## src/rtl/ram_burst_controller.sv

```systemverilog
// Purpose: moves whole cache lines between the cache controller and a single-port
//   synchronous RAM: line fill, line writeback, or evict-then-fill in one request.
// Latency: fill LW+RD_LAT+1, writeback LW+1, evict-then-fill 2*LW+RD_LAT+1, no-op 1 cycle.
// Backpressure: req_ready only in IDLE; requests seen while busy are dropped, not queued.
//
// Ports:
//   clk, rst            clock (rising edge), asynchronous active-low reset
//   req_*               request handshake, op code, fill/writeback line addresses, line to write
//   resp_valid/line     one-cycle completion pulse and the last filled line (word 0 in LSBs)
//   ram_*, WE, BE       RAM word address, write data, read data, write enable, byte enables
module ram_burst_controller #(
  parameter int ADDR_W     = 20,
  parameter int DATA_W     = 32,
  parameter int LINE_WORDS = 4,
  parameter int RD_LAT     = 1,
  localparam int WIDX      = $clog2(LINE_WORDS),
  localparam int LINE_AW   = ADDR_W - WIDX
) (
  input  logic                         clk,
  input  logic                         rst,
  input  logic                         req_valid,
  output logic                         req_ready,
  input  logic [1:0]                   req_op,
  input  logic [LINE_AW-1:0]           req_fill_addr,
  input  logic [LINE_AW-1:0]           req_wb_addr,
  input  logic [LINE_WORDS*DATA_W-1:0] req_wb_line,
  output logic                         resp_valid,
  output logic [LINE_WORDS*DATA_W-1:0] resp_line,
  output logic [ADDR_W-1:0]            ram_addr,
  output logic [DATA_W-1:0]            ram_data_w,
  input  logic [DATA_W-1:0]            ram_data_r,
  output logic                         WE,
  output logic [DATA_W/8-1:0]          BE
);

  typedef enum logic [2:0] {IDLE, WB, RD, DRAIN, RESP} state_t;

  localparam logic [1:0]      OP_FILL  = 2'b00;
  localparam logic [1:0]      OP_EVICT = 2'b10;
  localparam logic [1:0]      OP_NOP   = 2'b11;
  localparam logic [WIDX-1:0] LAST     = WIDX'(LINE_WORDS - 1);
  localparam logic [WIDX-1:0] ZERO     = {WIDX{1'b0}};

  state_t                         state;
  logic [1:0]                     op_q;
  logic [LINE_AW-1:0]             fill_q;
  logic [LINE_AW-1:0]             wb_q;
  logic [LINE_WORDS*DATA_W-1:0]   line_q;
  logic [WIDX-1:0]                cnt;      // index of the word on the RAM bus this cycle
  logic [WIDX-1:0]                cnt_nxt;
  logic                           sr_vld [RD_LAT];
  logic [WIDX-1:0]                sr_idx [RD_LAT];
  logic                           capture_last;

  // Ready is gated by reset so nothing is accepted while rst is low.
  assign req_ready    = rst && (state == IDLE);
  assign cnt_nxt      = cnt + WIDX'(1);
  assign capture_last = sr_vld[RD_LAT-1] && (sr_idx[RD_LAT-1] == LAST);

  always_ff @(posedge clk or negedge rst) begin
    if (!rst) begin
      state      <= IDLE;
      op_q       <= OP_NOP;
      fill_q     <= '0;
      wb_q       <= '0;
      line_q     <= '0;
      cnt        <= '0;
      resp_valid <= 1'b0;
      resp_line  <= '0;
      ram_addr   <= '0;
      ram_data_w <= '0;
      WE         <= 1'b0;
      BE         <= '0;
      for (int i = 0; i < RD_LAT; i++) begin
        sr_vld[i] <= 1'b0;
        sr_idx[i] <= '0;
      end
    end else begin
      // Every read address is tagged with its word slot; the tag reaches the
      // last stage exactly when the RAM presents that word's data.
      sr_vld[0] <= (state == RD);
      sr_idx[0] <= cnt;
      for (int i = 1; i < RD_LAT; i++) begin
        sr_vld[i] <= sr_vld[i-1];
        sr_idx[i] <= sr_idx[i-1];
      end
      if (sr_vld[RD_LAT-1]) begin
        resp_line[sr_idx[RD_LAT-1]*DATA_W +: DATA_W] <= ram_data_r;
      end

      resp_valid <= 1'b0;

      case (state)
        IDLE: begin
          if (req_valid) begin
            op_q   <= req_op;
            fill_q <= req_fill_addr;
            wb_q   <= req_wb_addr;
            line_q <= req_wb_line;
            cnt    <= '0;
            case (req_op)
              OP_FILL: begin
                state    <= RD;
                ram_addr <= {req_fill_addr, ZERO};
              end
              OP_NOP: begin
                state      <= RESP;
                resp_valid <= 1'b1;
              end
              default: begin
                // Word 0 goes out in the first cycle after acceptance.
                state      <= WB;
                ram_addr   <= {req_wb_addr, ZERO};
                ram_data_w <= req_wb_line[DATA_W-1:0];
                WE         <= 1'b1;
                BE         <= '1;
              end
            endcase
          end
        end

        WB: begin
          if (cnt == LAST) begin
            WE         <= 1'b0;
            BE         <= '0;
            ram_data_w <= '0;
            cnt        <= '0;
            if (op_q == OP_EVICT) begin
              // First read address follows the last write with no gap.
              state    <= RD;
              ram_addr <= {fill_q, ZERO};
            end else begin
              state      <= RESP;
              resp_valid <= 1'b1;
              ram_addr   <= '0;
            end
          end else begin
            cnt        <= cnt_nxt;
            ram_addr   <= {wb_q, cnt_nxt};
            ram_data_w <= line_q[cnt_nxt*DATA_W +: DATA_W];
          end
        end

        RD: begin
          if (cnt == LAST) begin
            state    <= DRAIN;
            ram_addr <= '0;
            cnt      <= '0;
          end else begin
            cnt      <= cnt_nxt;
            ram_addr <= {fill_q, cnt_nxt};
          end
        end

        DRAIN: begin
          // Data returns in issue order, so the last slot marks completion.
          if (capture_last) begin
            state      <= RESP;
            resp_valid <= 1'b1;
          end
        end

        RESP: begin
          state <= IDLE;
        end

        default: begin
          state <= IDLE;
        end
      endcase
    end
  end

endmodule

```

## config.mk

```make
export PLATFORM = sky130hd
export DESIGN_NAME = ram_burst_controller
export DESIGN_NICKNAME = d
export VERILOG_FILES = /design/src/rtl/ram_burst_controller.sv
export SDC_FILE = /design/constraint.sdc
export NUM_CORES = 1
export LEC_CHECK = 0
export BUFFER_PORTS_ARGS = -buffer_cell sky130_fd_sc_hd__buf_2
export CORE_MARGIN = 3
export CORE_UTILIZATION = 45
export CTS_CLUSTER_SIZE = 14
export DETAILED_ROUTE_END_ITERATION = 6
export PLACE_DENSITY_LB_ADDON = 0.25
export SLEW_MARGIN = 20
export SYNTH_ARGS = -nofsm -noshare
export SYNTH_HDL_FRONTEND = slang
export SYNTH_SLANG_ARGS = --single-unit
export TNS_END_PERCENT = 20
```

## constraint.sdc

```tcl
create_clock -name clk -period 2.42 [get_ports clk]
set_input_delay 0.121 -clock clk [delete_from_list [all_inputs] [get_ports clk]]
set_output_delay 0.121 -clock clk [all_outputs]
set_load 0.005 [all_outputs]
```

==> results by group <==
Synthesis
  • Share of flip-flops with an asynchronous set or reset: 1.000
  • Number of synthesized flops with an enable pin: 0
  • Synth Register Bits: between 300 and 400
  • Synth Warn #: 0
  • Synth unique cells: 47
  • Avg Inst Size Synth: around 14 sq um
  • Mapped Cells: about 1100
  • Synthesized cell area: 15030 sq um
  • Most used DFF post-synth: dfrtp_1
  • Sequential area share after synthesis: 0.5930
  • Net count after synthesis: 1284

Layout
  • Seq. cell area: about 8900 sq um
  • Share of layout cells above drive strength 1: 0.3676
  • Layout area overhead: 39.13%
  • Area of the multi-input gates: about 5600 sq um
  • Final net count: 1862
  • Fillers: 2455
  • Cell Count, Final, Fillers Out: 2129

Floorplanning
  • Top Ports: approximately 390
  • FP Rows: 66
  • Chip width: about 190 um
  • Initial Utilization: 0.4595
  • Core Box Area: 32700 sq um
  • Die height: 188.7 um
  • Die area: approximately 36000 sq um

Setup path
  • Worst Setup End Kind: register
  • Reg2reg setup slack: about 0.34 ns
  • Critical-path maximum fanout: 32
  • Critical path startpoint category: register
  • R2R cell count: 5
  • Critical path class: reg -> reg
  • Critical Path Max Stage Delay: ~0.46 ns
  • RR Startpoint: sr_idx[0]
  • Arr. time, crit path: between 2 and 3 ns
  • Slowest cell on the critical path: dfrtp_1
  • CP required: 2.87 ns
  • CP Cell Sequence: inv_1 > ha_1 > nor4_4 > buf_4 > a32o_1
  • Launch point of the worst path: sr_idx[0]

STA
  • Hold Violations, Final: 0
  • Total negative setup slack: 0 ns
  • Fin. max-slew vios: 0
  • Clock skew: around 0.011 ns
  • Min Clock Period, post-route: roughly 2.1 ns
  • RSZ-0062 raised after global routing: no
  • Final setup viols: 0
  • Period utilization: 0.8604
  • Worst Max-Slew Pin Slew: roughly 0.65 ns
  • Max Freq: 0.4802 GHz
  • Slew margin rel.: 0.5657

Power
  • Net switching power: 8.148 mW
  • Cell Int Power: approximately 17 mW
  • Clock Power Share: 0.242
  • Flop pwr share: 0.407
  • Logic pwr share: 0.351
  • Switching share of power: 0.3234
  • Maximum VDD drop: ~0.76 mV
  • P per Cell Area: ~1200 nW/um^2
  • Leakage: ~9.8 nW

Drt
  • Vias per cell: roughly 5.5
  • Remaining DRCs: 0
  • Antenna Nets Post-Route: 0
  • Vias: about 12000
  • First-pass DRT Iterations: 5
  • Starting DRT DRC Count: around 640
  • Final WL: 44230 um
  • WL/cell: between 20 and 25 um

CTS
  • Sink Count: between 300 and 400
  • TritonCTS clock tree: built
  • Post-cts sizing count: 0
  • Clock Pin Slew Worst Setup and Hold Paths: approximately 0.060 ns
  • Worst-Skew Late Latency: 0.51 ns
  • CTS Hold Bufs: 199
  • H-tree lvl count: 2
  • CTS max path bufs: 3
  • CTS Root Buffer Type: clkbuf_16
  • Post-CTS setup buffer count: 0
  • CTS buffer count: 40

Place
  • Routability cong.: between 0.8 and 0.9
  • HPWL after DPL: about 28000 um
  • Buffers added on ports: 387
  • Placed Instances: between 1500 and 2000

Run status
  • Outcome: completed

Min path
  • HP Start: req_valid
  • Hold path depth: 3
  • HP Class: in -> reg

GRT
  • Vias in the first global route: between 10000 and 15000
  • Initial antenna violation count: 7
  • Global-route wire length before repair: 70490 um
  • Total GRT Usage: 0.2466
  • Largest net degree at the start of global routing: 120
  • Overflow after GRT: 0

Job
  • Max Cap Viol: 0
[cells by family (layout without fill, tap and decap cells)]
| logic type | after synthesis | count (layout) | synth area share |
|---|---|---|---|
| fa+ha+maj | 9 | 9 | 0.007494 |
| flops | 356 | 356 | 0.5930 |
| other cells | 0 | 6 | 0 |
| mux | 217 | 217 | 0.1865 |
| compound gates | 264 | 264 | 0.1345 |
| buf+inv | 100 | 707 | 0.03405 |
| xor+xnor | 1 | 1 | 0.0005830 |
| simple gates | 127 | 127 | 0.04388 |
[worst paths after layout]
check                            endpoint
max                        resp_line[107]
min                                 BE[2]
max reg2reg                resp_line[107]
min reg2reg                     sr_idx[1]
max in group asynchronous      line_q[15]
min in group asynchronous     ram_addr[2]
[state kept, by name, indices dropped and copies added, names as in the netlist]
signal / count
BE: 1
cnt: 2
fill_q: 18
line_q: 128
op_q: 2
ram_addr: 20
ram_data_w: 32
resp_line: 128
resp_valid: 1
sr_idx: 2
sr_vld: 1
state: 3
wb_q: 18
[per-stage QoR]
step,hold slack (ns),utilization,cell area [sq um],total power [mW],worst slack (ns)
global route,0.04264,0.6393,20910,26.74,0.2076
finish,0.02357,0.6393,20910,25.19,0.3377
global placement,0.1019,0.5374,17570,18.52,0.4251
floorplan,-0.1746,-,15030,15.38,0.4791
detailed placement,0.09838,0.5374,17570,18.83,0.3413
CTS,0.0004017,0.6389,20890,25.29,0.3380
[routing by layer]
metal | vias to the layer above | wire [um] | track usage
li1 | 5198 | - | -
met1 | 5861 | 18270 | 0.3239
met2 | 529 | 21570 | 0.4191
met3 | 90 | 3176 | 0.04930
met4 | 2 | 1202 | 0.06989
met5 | - | 13 | 0
[worst max-delay path, delay by kind of cell, from the launching register on]
| family | cells | cell delay (ns) |
|---|---|---|
| buffers and inverters | 2 | 0.63 |
| DFF | 1 | 0.46 |
| AOI/OAI and AO/OA | 1 | 0.22 |
| and+or+nand+nor | 1 | 0.28 |
| adders and majority gates | 1 | 0.42 |
[placed cells by master, fill, tap and decap left out, types with 37 or more instances in the layout]
cell,count
buf_2,386
dfrtp_1,353
dlygate4sd3_1,199
a22o_1,127
mux2_1,100
mux2_2,84
nor2_1,54
clkbuf_16,41
a21oi_1,37
[area by class of cell]
type,count,area share
Inverter,9,0.001616
Clock inverter,12,0.008259
Sequential cell,356,0.4263
Tap cell,442,0.02645
Multi-Input combinational cell,618,0.2700
Antenna cell,6,0.0007181
Timing Repair Buffer,627,0.2115
Clock buffer,59,0.05518
[synth_stat cells (18+ instances only)]
cell type	instances	area share
buf_4	20	0.010
o21ai_1	18	0.0060
nand3b_1	18	0.0090
mux4_2	32	0.048
mux2_2	84	0.063
buf_2	19	0.0063
a22oi_1	32	0.016
nand2_1	30	0.0075
clkbuf_1	46	0.011
nor2_1	55	0.014
a221oi_1	18	0.010
dfrtp_1	354	0.59
a21oi_1	37	0.012
mux2_1	100	0.075
a22o_1	127	0.074
a211oi_1	18	0.0090
[power groups by stage]
| stage | logic [mW] | clock network (mW) | registers [mW] |
|---|---|---|---|
| finish | 8.83 | 6.10 | 10.3 |
| global route | 9.64 | 6.51 | 10.6 |
| global placement | 8.33 | 0 | 10.2 |
| floorplan | 5.52 | 0 | 9.87 |
| CTS | 8.84 | 6.23 | 10.2 |
| detailed placement | 8.53 | 0 | 10.3 |
Note: power is estimated with default switching activity, not from simulation.
